$ cat src/rtl/interrupt_sequencer_if.sv
// -----------------------------------------------------------------------------
// interrupt_sequencer_if
//
// Bundle of every non-clock signal between the interrupt sequencer and the
// CPU core / data memory / timer interrupt controller.
//
// Modports:
//   master : the interrupt sequencer (samples core/irq inputs, drives strobes)
//   slave  : the core-side environment (drives irq/pc/sp/mem_rdata)
//
// Signals (direction as seen by the sequencer):
//   irq            in   interrupt request from the interrupt controller
//   vector         in   ISR address presented with irq
//   instr_boundary in   core is at a fetch boundary and may be preempted
//   reti           in   RETI decoded at this boundary
//   pc             in   return address (next PC)
//   sp             in   current stack pointer
//   mem_rdata      in   data-memory read data, valid one cycle after mem_re
//   stall          out  hold core pipeline
//   mem_addr       out  data-memory address
//   mem_wdata      out  data-memory write data
//   mem_we/mem_re  out  write / read strobes
//   sp_wr_en       out  load sp_next into SP
//   sp_next        out  new SP value
//   pc_load        out  load pc_target into PC
//   pc_target      out  new PC value
//   sreg_i_clr/set out  clear / set the global I flag
//   tifr_clr_mask  out  write-one-to-clear mask for TIFR
//   busy           out  sequencer is not idle
//
// Handshake: there is no valid/ready pair here. Every strobe (mem_we, mem_re,
// sp_wr_en, pc_load, sreg_i_clr, sreg_i_set) is a single-cycle command that
// the receiver must act on in the cycle it is high; the receiver cannot
// back-pressure. mem_rdata is expected exactly one cycle after mem_re.
// -----------------------------------------------------------------------------
interface interrupt_sequencer_if #(
  parameter int DATA_WIDTH   = 8,
  parameter int I_ADDR_WIDTH = 10,
  parameter int D_ADDR_WIDTH = 8
);
  logic                    irq;
  logic [I_ADDR_WIDTH-1:0] vector;
  logic                    instr_boundary;
  logic                    reti;
  logic [I_ADDR_WIDTH-1:0] pc;
  logic [D_ADDR_WIDTH-1:0] sp;
  logic [DATA_WIDTH-1:0]   mem_rdata;

  logic                    stall;
  logic [D_ADDR_WIDTH-1:0] mem_addr;
  logic [DATA_WIDTH-1:0]   mem_wdata;
  logic                    mem_we;
  logic                    mem_re;
  logic                    sp_wr_en;
  logic [D_ADDR_WIDTH-1:0] sp_next;
  logic                    pc_load;
  logic [I_ADDR_WIDTH-1:0] pc_target;
  logic                    sreg_i_clr;
  logic                    sreg_i_set;
  logic [DATA_WIDTH-1:0]   tifr_clr_mask;
  logic                    busy;

  modport master (
    input  irq, vector, instr_boundary, reti, pc, sp, mem_rdata,
    output stall, mem_addr, mem_wdata, mem_we, mem_re, sp_wr_en, sp_next,
           pc_load, pc_target, sreg_i_clr, sreg_i_set, tifr_clr_mask, busy
  );

  modport slave (
    output irq, vector, instr_boundary, reti, pc, sp, mem_rdata,
    input  stall, mem_addr, mem_wdata, mem_we, mem_re, sp_wr_en, sp_next,
           pc_load, pc_target, sreg_i_clr, sreg_i_set, tifr_clr_mask, busy
  );
endinterface

$ cat src/rtl/interrupt_sequencer.sv
// -----------------------------------------------------------------------------
// interrupt_sequencer
//
// CPU-side responder for the timer interrupt controller.
//   Entry  : at an instruction boundary with irq (and no one-instruction hold)
//            push the return PC (low byte at SP, high byte at SP-1), clear I,
//            acknowledge TIFR, jump to the vector, SP -= 2.
//   Return : at an instruction boundary with reti, read the PC back from
//            SP+1 (high) and SP+2 (low), set I, SP += 2, then hold off the
//            next interrupt for one instruction boundary.
//
// Ports:
//   clk         in   system clock
//   reset       in   synchronous, active-high reset
//   bus         master modport of interrupt_sequencer_if (see that file)
//   dbg_state_o out  current FSM state encoding (debug / checker hook)
//
// Optional feature: define IRQ_HW_ACK_EN to have the JUMP cycle drive a
// one-hot TIFR clear mask selected by the vector. Without it the mask is
// constant zero and ISRs clear their own flag.
//
// All outputs are registered: each state's outputs are loaded on the edge
// that enters that state. The one exception is pc_target in RET, which by
// construction combines the latched high byte with the low byte arriving on
// mem_rdata in that very cycle.
// -----------------------------------------------------------------------------
module interrupt_sequencer #(
  parameter int DATA_WIDTH   = 8,
  parameter int I_ADDR_WIDTH = 10,
  parameter int D_ADDR_WIDTH = 8
) (
  input  logic                 clk,
  input  logic                 reset,
  interrupt_sequencer_if.master bus,
  output logic [2:0]           dbg_state_o
);

  // Width of the PC bits stored in the high stack byte. The design assumes
  // DATA_WIDTH < I_ADDR_WIDTH <= 2*DATA_WIDTH.
  localparam int HI_W = I_ADDR_WIDTH - DATA_WIDTH;

  typedef enum logic [2:0] {
    S_IDLE    = 3'd0,
    S_PUSH_LO = 3'd1,
    S_PUSH_HI = 3'd2,
    S_JUMP    = 3'd3,
    S_POP_HI  = 3'd4,
    S_POP_LO  = 3'd5,
    S_RET     = 3'd6
  } state_t;

  state_t                  state_q;
  logic                    hold_one_q;
  logic [I_ADDR_WIDTH-1:0] vec_q;
  logic [I_ADDR_WIDTH-1:0] pc_q;
  logic [D_ADDR_WIDTH-1:0] sp_q;
  logic [HI_W-1:0]         hi_q;

  // Registered outputs.
  logic                    busy_q;
  logic                    mem_we_q;
  logic                    mem_re_q;
  logic [D_ADDR_WIDTH-1:0] mem_addr_q;
  logic [DATA_WIDTH-1:0]   mem_wdata_q;
  logic                    sp_wr_en_q;
  logic [D_ADDR_WIDTH-1:0] sp_next_q;
  logic                    pc_load_q;
  logic [I_ADDR_WIDTH-1:0] pc_target_q;
  logic                    i_clr_q;
  logic                    i_set_q;

`ifdef IRQ_HW_ACK_EN
  // Timer 0 vector word addresses and TIFR bit positions.
  localparam logic [I_ADDR_WIDTH-1:0] TIM0_COMPA_ISR = I_ADDR_WIDTH'(28);
  localparam logic [I_ADDR_WIDTH-1:0] TIM0_COMPB_ISR = I_ADDR_WIDTH'(30);
  localparam logic [I_ADDR_WIDTH-1:0] TIM0_OVF_ISR   = I_ADDR_WIDTH'(32);
  localparam int TOV0  = 0;
  localparam int OCF0A = 1;
  localparam int OCF0B = 2;

  logic [DATA_WIDTH-1:0] tifr_mask_q;

  // One-hot acknowledge for the three timer-0 sources, zero for anything else.
  function automatic logic [DATA_WIDTH-1:0] ack_mask(
    input logic [I_ADDR_WIDTH-1:0] v
  );
    logic [DATA_WIDTH-1:0] m;
    m = '0;
    if (v == TIM0_OVF_ISR)        m[TOV0]  = 1'b1;
    else if (v == TIM0_COMPA_ISR) m[OCF0A] = 1'b1;
    else if (v == TIM0_COMPB_ISR) m[OCF0B] = 1'b1;
    return m;
  endfunction
`endif

  always_ff @(posedge clk) begin
    if (reset) begin
      state_q     <= S_IDLE;
      hold_one_q  <= 1'b0;
      vec_q       <= '0;
      pc_q        <= '0;
      sp_q        <= '0;
      hi_q        <= '0;
      busy_q      <= 1'b0;
      mem_we_q    <= 1'b0;
      mem_re_q    <= 1'b0;
      mem_addr_q  <= '0;
      mem_wdata_q <= '0;
      sp_wr_en_q  <= 1'b0;
      sp_next_q   <= '0;
      pc_load_q   <= 1'b0;
      pc_target_q <= '0;
      i_clr_q     <= 1'b0;
      i_set_q     <= 1'b0;
`ifdef IRQ_HW_ACK_EN
      tifr_mask_q <= '0;
`endif
    end else begin
      // Every output defaults to zero so strobes last exactly one cycle and
      // buses read as zero outside the state that owns them.
      busy_q      <= 1'b1;
      mem_we_q    <= 1'b0;
      mem_re_q    <= 1'b0;
      mem_addr_q  <= '0;
      mem_wdata_q <= '0;
      sp_wr_en_q  <= 1'b0;
      sp_next_q   <= '0;
      pc_load_q   <= 1'b0;
      pc_target_q <= '0;
      i_clr_q     <= 1'b0;
      i_set_q     <= 1'b0;
`ifdef IRQ_HW_ACK_EN
      tifr_mask_q <= '0;
`endif

      case (state_q)
        S_IDLE: begin
          busy_q <= 1'b0;
          if (bus.instr_boundary) begin
            // Any boundary consumes the post-RETI hold; that same boundary
            // still cannot take an interrupt because the test below uses
            // the old hold value.
            hold_one_q <= 1'b0;
            if (bus.reti) begin
              sp_q       <= bus.sp;
              state_q    <= S_POP_HI;
              busy_q     <= 1'b1;
              mem_re_q   <= 1'b1;
              mem_addr_q <= bus.sp + D_ADDR_WIDTH'(1);
            end else if (bus.irq && !hold_one_q) begin
              vec_q       <= bus.vector;
              pc_q        <= bus.pc;
              sp_q        <= bus.sp;
              state_q     <= S_PUSH_LO;
              busy_q      <= 1'b1;
              mem_we_q    <= 1'b1;
              mem_addr_q  <= bus.sp;
              mem_wdata_q <= bus.pc[DATA_WIDTH-1:0];
            end
          end
        end

        S_PUSH_LO: begin
          state_q     <= S_PUSH_HI;
          mem_we_q    <= 1'b1;
          mem_addr_q  <= sp_q - D_ADDR_WIDTH'(1);
          mem_wdata_q <= DATA_WIDTH'(pc_q[I_ADDR_WIDTH-1:DATA_WIDTH]);
        end

        S_PUSH_HI: begin
          state_q     <= S_JUMP;
          pc_load_q   <= 1'b1;
          pc_target_q <= vec_q;
          i_clr_q     <= 1'b1;
          sp_wr_en_q  <= 1'b1;
          sp_next_q   <= sp_q - D_ADDR_WIDTH'(2);
`ifdef IRQ_HW_ACK_EN
          tifr_mask_q <= ack_mask(vec_q);
`endif
        end

        S_POP_HI: begin
          state_q    <= S_POP_LO;
          mem_re_q   <= 1'b1;
          mem_addr_q <= sp_q + D_ADDR_WIDTH'(2);
        end

        S_POP_LO: begin
          // Read data for the POP_HI access is on mem_rdata now.
          hi_q       <= bus.mem_rdata[HI_W-1:0];
          state_q    <= S_RET;
          pc_load_q  <= 1'b1;
          i_set_q    <= 1'b1;
          sp_wr_en_q <= 1'b1;
          sp_next_q  <= sp_q + D_ADDR_WIDTH'(2);
        end

        S_RET: begin
          hold_one_q <= 1'b1;
          state_q    <= S_IDLE;
          busy_q     <= 1'b0;
        end

        default: begin  // S_JUMP and unused encodings
          state_q <= S_IDLE;
          busy_q  <= 1'b0;
        end
      endcase
    end
  end

  assign bus.stall      = busy_q;
  assign bus.busy       = busy_q;
  assign bus.mem_we     = mem_we_q;
  assign bus.mem_re     = mem_re_q;
  assign bus.mem_addr   = mem_addr_q;
  assign bus.mem_wdata  = mem_wdata_q;
  assign bus.sp_wr_en   = sp_wr_en_q;
  assign bus.sp_next    = sp_next_q;
  assign bus.pc_load    = pc_load_q;
  assign bus.sreg_i_clr = i_clr_q;
  assign bus.sreg_i_set = i_set_q;
  // In RET the low byte is the POP_LO read data arriving this cycle.
  assign bus.pc_target  = (state_q == S_RET) ? {hi_q, bus.mem_rdata} : pc_target_q;
`ifdef IRQ_HW_ACK_EN
  assign bus.tifr_clr_mask = tifr_mask_q;
`else
  assign bus.tifr_clr_mask = '0;
`endif

  assign dbg_state_o = state_q;

endmodule

$ cat src/flat_wrapper.sv
// flat-port wrapper written by rule: the top's interface ports become plain ports
module interrupt_sequencer_flat 
#(
  parameter int DATA_WIDTH   = 8,
  parameter int I_ADDR_WIDTH = 10,
  parameter int D_ADDR_WIDTH = 8
)
  (clk, reset, dbg_state_o, bus_irq, bus_vector, bus_instr_boundary, bus_reti, bus_pc, bus_sp, bus_mem_rdata, bus_stall, bus_mem_addr, bus_mem_wdata, bus_mem_we, bus_mem_re, bus_sp_wr_en, bus_sp_next, bus_pc_load, bus_pc_target, bus_sreg_i_clr, bus_sreg_i_set, bus_tifr_clr_mask, bus_busy);
  interrupt_sequencer_if #(.DATA_WIDTH(DATA_WIDTH), .I_ADDR_WIDTH(I_ADDR_WIDTH), .D_ADDR_WIDTH(D_ADDR_WIDTH)) bus_i ();
  input  logic clk;
  input  logic reset;
  output logic [2:0] dbg_state_o;
  input wire logic [$bits(bus_i.irq)-1:0] bus_irq;
  input wire logic [$bits(bus_i.vector)-1:0] bus_vector;
  input wire logic [$bits(bus_i.instr_boundary)-1:0] bus_instr_boundary;
  input wire logic [$bits(bus_i.reti)-1:0] bus_reti;
  input wire logic [$bits(bus_i.pc)-1:0] bus_pc;
  input wire logic [$bits(bus_i.sp)-1:0] bus_sp;
  input wire logic [$bits(bus_i.mem_rdata)-1:0] bus_mem_rdata;
  output wire logic [$bits(bus_i.stall)-1:0] bus_stall;
  output wire logic [$bits(bus_i.mem_addr)-1:0] bus_mem_addr;
  output wire logic [$bits(bus_i.mem_wdata)-1:0] bus_mem_wdata;
  output wire logic [$bits(bus_i.mem_we)-1:0] bus_mem_we;
  output wire logic [$bits(bus_i.mem_re)-1:0] bus_mem_re;
  output wire logic [$bits(bus_i.sp_wr_en)-1:0] bus_sp_wr_en;
  output wire logic [$bits(bus_i.sp_next)-1:0] bus_sp_next;
  output wire logic [$bits(bus_i.pc_load)-1:0] bus_pc_load;
  output wire logic [$bits(bus_i.pc_target)-1:0] bus_pc_target;
  output wire logic [$bits(bus_i.sreg_i_clr)-1:0] bus_sreg_i_clr;
  output wire logic [$bits(bus_i.sreg_i_set)-1:0] bus_sreg_i_set;
  output wire logic [$bits(bus_i.tifr_clr_mask)-1:0] bus_tifr_clr_mask;
  output wire logic [$bits(bus_i.busy)-1:0] bus_busy;
  assign bus_i.irq = bus_irq;
  assign bus_i.vector = bus_vector;
  assign bus_i.instr_boundary = bus_instr_boundary;
  assign bus_i.reti = bus_reti;
  assign bus_i.pc = bus_pc;
  assign bus_i.sp = bus_sp;
  assign bus_i.mem_rdata = bus_mem_rdata;
  assign bus_stall = bus_i.stall;
  assign bus_mem_addr = bus_i.mem_addr;
  assign bus_mem_wdata = bus_i.mem_wdata;
  assign bus_mem_we = bus_i.mem_we;
  assign bus_mem_re = bus_i.mem_re;
  assign bus_sp_wr_en = bus_i.sp_wr_en;
  assign bus_sp_next = bus_i.sp_next;
  assign bus_pc_load = bus_i.pc_load;
  assign bus_pc_target = bus_i.pc_target;
  assign bus_sreg_i_clr = bus_i.sreg_i_clr;
  assign bus_sreg_i_set = bus_i.sreg_i_set;
  assign bus_tifr_clr_mask = bus_i.tifr_clr_mask;
  assign bus_busy = bus_i.busy;
  interrupt_sequencer #(.DATA_WIDTH(DATA_WIDTH), .I_ADDR_WIDTH(I_ADDR_WIDTH), .D_ADDR_WIDTH(D_ADDR_WIDTH)) u_core (.clk(clk), .reset(reset), .bus(bus_i), .dbg_state_o(dbg_state_o));
endmodule
$ cat config.mk
export PLATFORM = sky130hd
export DESIGN_NAME = interrupt_sequencer_flat
export DESIGN_NICKNAME = d
export VERILOG_FILES = /design/src/rtl/interrupt_sequencer_if.sv /design/src/rtl/interrupt_sequencer.sv /design/src/flat_wrapper.sv
export SDC_FILE = /design/constraint.sdc
export NUM_CORES = 1
export LEC_CHECK = 0
export CORE_ASPECT_RATIO = 0.75
export CORE_UTILIZATION = 46
export CTS_CLUSTER_DIAMETER = 60
export CTS_CLUSTER_SIZE = 20
export DETAILED_ROUTE_END_ITERATION = 10
export PLACE_DENSITY = 0.79
export SYNTH_ARGS = -nofsm -noshare
export SYNTH_HDL_FRONTEND = slang
export SYNTH_SLANG_ARGS = --single-unit
$ cat constraint.sdc
create_clock -name clk -period 2.2 [get_ports clk]
set_input_delay 0.33 -clock clk [delete_from_list [all_inputs] [get_ports clk]]
set_output_delay 0.33 -clock clk [all_outputs]
set_load 0.03 [all_outputs]
Word-level counts from Yosys, hierarchy flattened
Cells that the tools add are included.

storage, ports and cells
  word-level logic and storage cells = 72
  register bits = 74
  output and inout bits = 53
  bits of input ports = 41

operators by class
  equal/unequal tests = 7
  bitwise operators = 2
  add/sub/neg operators = 4
  mux-type cells = 31
  reductions and logical operators = 12

operators with widths
  operator                                                                 count
  8-bit 2-to-1 mux                                                         8
  8-bit one-hot mux with 2 select lines                                    2
  8-bit one-hot mux with 3 select lines                                    1
  3-bit one-hot mux with 5 select lines                                    1
  1-bit 2-to-1 mux                                                         11
  10-bit 2-to-1 mux                                                        1
  3-bit == test, second input constant                                     3
  3-bit 2-to-1 mux                                                         3
  8-bit by 1-bit adder with 8-bit output, second input constant            1
  8-bit by 2-bit adder with 8-bit output, second input constant            1
  1-bit one-hot mux with 2 select lines                                    4
  8-bit by 1-bit subtractor with 8-bit output, second input constant       1
  8-bit by 2-bit subtractor with 8-bit output, second input constant       1
  2-bit AND reduction                                                      2
  4-bit AND reduction                                                      1
  2-bit nonzero test                                                       2
  2-bit OR reduction                                                       2
  4-bit OR reduction                                                       1
  3-bit by 1-bit == test with 1-bit output, second input constant          1
  3-bit by 2-bit == test with 1-bit output, second input constant          1
  3-bit logical NOT                                                        1
  3-bit by 2-bit inequality test with 1-bit output, second input constant  1
  3-bit AND reduction                                                      1
  2-bit inequality test, second input constant                             1
  other kinds (3)                                                          4

Depth between registers and ports, before layout
  depth in word-level cells = 6
  depth in mapped cells = 8
  mapped depth without buffers = 7

Worst setup path after synthesis
OpenSTA, ideal clock, no wires.

  kind = flip-flop to output port
  start point = register u_core.state_q[0], in the netlist u_core.dbg_state_o[0]
  end point = output port bus_pc_target[0]
  slack = 0.264 ns
  path buffers = 2
  required time = 1.870 ns
  arrival = 1.606 ns
  cell stages (with the launch flop) = 6
  path through = dfxtp_1 buf_6 inv_1 nand3_1 clkbuf_1 mux2_2

on the way
  word-level cells in the longest chain between the ends = 2

ends and longest elaborated chain
  what                      line                        source
  start: declaration        interrupt_sequencer.sv:52   state_t state_q;
  start signal: assignment  interrupt_sequencer.sv:98   state_q <= S_IDLE;
  start signal: assignment  interrupt_sequencer.sv:146  state_q <= S_POP_HI;
  start signal: assignment  interrupt_sequencer.sv:154  state_q <= S_PUSH_LO;
  3-bit == test             interrupt_sequencer.sv:224  assign bus.pc_target = (state_q == S_RET) ? {hi_q, bus.mem_rdata} : pc_target_q;
  10-bit 2-to-1 mux         interrupt_sequencer.sv:224
  end: declaration          flat_wrapper.sv:28          output wire logic [$bits(bus_i.pc_target)-1:0] bus_pc_target;

Every way passes these cells.

Final worst setup path
  start point = register u_core.state_q[1], in the netlist u_core.dbg_state_o[1]
  end point = output port bus_pc_target[8]

The elaborated chain is that of the path after synthesis.

==> impl_metrics.yaml <==
cts:
  worstSkewPairLatency_ps: 340
  htreeDepth: 3
  clk_pin_slew_ps: 70
  cts_tree: "yes"
  clock_sinks: 66
  clock-root-buffer: "clkbuf_8"
  cts.path.max_buffers: 2
  cts_buffers: 9
  cts_post_setup_buffers_inserted: 0
  cts_hold_buf: 0
  cts-resized-gates: 0
worst_setup_path:
  slowest_stage: "dfxtp_1"
  critPathMaxStageDelay_ps: 460
  start_kind: "register"
  cp_common_cell: "buf_4"
  critical_path.max_fanout: 11
  crit_required_ps: 1870
  cp-end-kind: "output pin"
  crit_arrival_ps: 1780
  crit_chain: "buf_4, nand3_1, buf_4, mux2_2, buf_4"
  crit_type: "register to output pin"
logic_synthesis:
  netlist.top_cell.by_area: "dfxtp_1"
  synth_compound_area_share_pct: 16.8
  synth-seq-cells: 66
  synth-xor-area-share_pct: 0.881
  synthMuxAreaShare_pct: 7.51
  netlist_area_mm2: 0.00298
  yosysTopAreaCellShare_pct: 44.3
  synth-simple-area-share_pct: 20.4
  yosysUniqueCellTypes: 53
  synth_top_family_by_area: "simple AND/OR/NAND/NOR gates"
  synth.avg_cell_area_um2: 8.90
  async_flop_share_pct: 0
  synthCells: 335
  yosysSeqAreaShare_pct: 44.3
  synth-edff-count: 0
  synth_flop_cell: "dfxtp_1"
  yosys_warnings: 0
  synth-adder-area-share_pct: 2.10
  synth.area.top_cells: "dfxtp_1 (44%), a21oi_1 (5.2%), nand2_1 (4.8%)"
power_and_ir_drop:
  p_leak_nw: 1.63
  vdd.ir_drop.worst_v: 0.000470
  pwr-share-seq_pct: 43.8
  p_sw_share_pct: 28.9
  comb_power_share_pct: 22.2
  power_mw: 3.02
  p_sw_mw: 0.874
  powerDensity_mw_per_mm2: 745
  cell_internal_pwr_mw: 2.15
  clock_power_share_pct: 34.0
place:
  placed_area_mm2: 0.00385
  io_buffers: 85
  pre_cts_slack_ps: 85.8
  dp.cells: 488
  place_congestion: 0.899
  dp_hpwl_um: 5350
routing:
  wl_per_cell_um: 14.2
  vias: 2672
  route.detailed.drc: 0
  drtAntennaViolNets: 0
  drt-initial-drc-count: 165
  detail_route.first_pass.iterations: 7
  vias_per_cell: 5.30
  routed_wl_um: 7170
floorplan:
  start_util_pct: 47.4
  num_io_pins: 94
  chipHeight_um: 71.7
  die_w_um: 95.0
  core_mm2: 0.00629
  die_area_mm2: 0.00681
  fp-row-count: 25
sta:
  slew_violations: 0
  rsz0062_at_grt: "no"
  timing.setup.tns_ps: 0
  layout_worst_path_cycle_share_pct: 96.0
  worstMarginPinSlew_ps: 557
  fmax_mhz: 474
  slew-limit-headroom_pct: 62.8
  min_period_ps: 2110
  fin_skew_ps: 5.50
  finalWorstSetupSlack_ps: 88.3
  finalSetupViolCount: 0
  whs_ps: 449
  finalHoldViolations: 0
cells_and_area:
  antenna_cells: 0
  multi_input_area_mm2: 0.00145
  final_net_count: 464
  postLayoutCellArea_mm2: 0.00405
  layout.cells.non_filler: 504
  most-common-layout-cells: "clkdlybuf4s50_1 (75), dfxtp_1 (64), nand2_1 (38)"
  area_growth_pct: 35.9
  mostFrequentLayoutCell: "clkdlybuf4s50_1"
  layout-drive-gt1-share_pct: 13.5
  finish.utilization_pct: 64.5
  fill_cells: 552
  layout.area.seq_mm2: 0.00132
global_routing:
  grt_max_degree: 34
  grt_pass1_wl_um: 11300
  grt_usage_pct: 21.6
  antenna_found_initial: 0
  grt_pass1_vias: 2340
  overflow: 0
run:
  drv_cap: 0
min_path:
  hp-class: "register to register"
run_status:
  status: "finished clean"
==> synthesized netlist by cell type, types with 4 or more instances <==
cell and instances:
nor2_1 31, o21ai_0 8, o31ai_1 4, buf_4 13, and3_1 11, o22ai_1 5
inv_1 8, mux2i_1 10, nor3_1 4, mux2_2 11, o221ai_1 5, and2_1 13
clkbuf_1 11, nand2_1 38, buf_2 4, a21oi_1 31, dfxtp_1 66, nand3_1 5
ha_1 5, a22oi_1 4
==> kinds of logic after synthesis <==
kind of cell | after synthesis
other | 1
AND/OR/NAND/NOR | 121
AO/OA/AOI/OAI | 77
flip-flops | 66
adder cells (fa/ha/maj) | 5
buffers and inverters | 41
XOR/XNOR | 3
multiplexers | 21
==> registers in the layout, summed over array words and instances (netlist names) <==
name,count
u_core.bus.sreg_i_clr,1
u_core.bus.sreg_i_set,1
u_core.sp_q,8
u_core.bus.mem_addr,8
u_core.bus.mem_re,1
u_core.bus.busy,1
u_core.vec_q,10
u_core.pc_target_q,10
u_core.bus.mem_wdata,8
u_core.dbg_state_o,3
u_core.pc_q,2
u_core.bus.sp_wr_en,1
u_core.bus.mem_we,1
u_core.hold_one_q,1
u_core.hi_q,2
u_core.bus.sp_next,8
==> cell type report <==
cell class / instances / share of cell area [%]
flip-flops and latches: 66 / 32.7
clock buffers: 12 / 3.83
repair buffers: 96 / 22.7
well taps: 81 / 2.50
multi-input cells: 235 / 35.8
clock inverters: 4 / 1.23
inverters: 10 / 1.23
==> power by group through the flow <==
stage | Sequential [mW] | Combinational, mW | Clock, mW
after global placement | 1.34 | 0.656 | 0
after CTS | 1.32 | 0.667 | 1.04
final | 1.32 | 0.671 | 1.03
after floorplan | 1.41 | 0.346 | 0
after global routing | 1.33 | 0.720 | 1.10
after detailed placement | 1.35 | 0.663 | 0
==> worst paths after layout <==
kind,from,endpoint,slack (ps),cells past startpoint
setup / recovery,u_core.dbg_state_o[1],bus_pc_target[8],90,5
hold / removal,u_core.vec_q[0],u_core.vec_q[0],450,2
setup reg to reg,u_core.sp_q[1],u_core.bus.mem_addr[7],210,8
hold reg to reg,u_core.vec_q[0],u_core.vec_q[0],450,2
==> metal layers <==
| metal | GRT usage (%) | part of all wire, % | up-vias | wire length [µm] |
|---|---|---|---|---|
| li1 | - | - | 1324 | - |
| met4 | 4.38 | 0.78 | 0 | 56 |
| met1 | 30.1 | 47 | 1212 | 3340 |
| met5 | 0 | 0 | - | 0 |
| met3 | 7.54 | 8.4 | 8 | 603 |
| met2 | 32.5 | 44 | 128 | 3170 |
==> critical path, delay by kind of cell (launching register included) <==
| kind | cells | cell delay [ps] |
|---|---|---|
| simple gates | 1 | 90 |
| buf+inv | 3 | 580 |
| mux | 1 | 300 |
| flops | 1 | 460 |
Note: power is estimated with default switching activity, not from simulation.
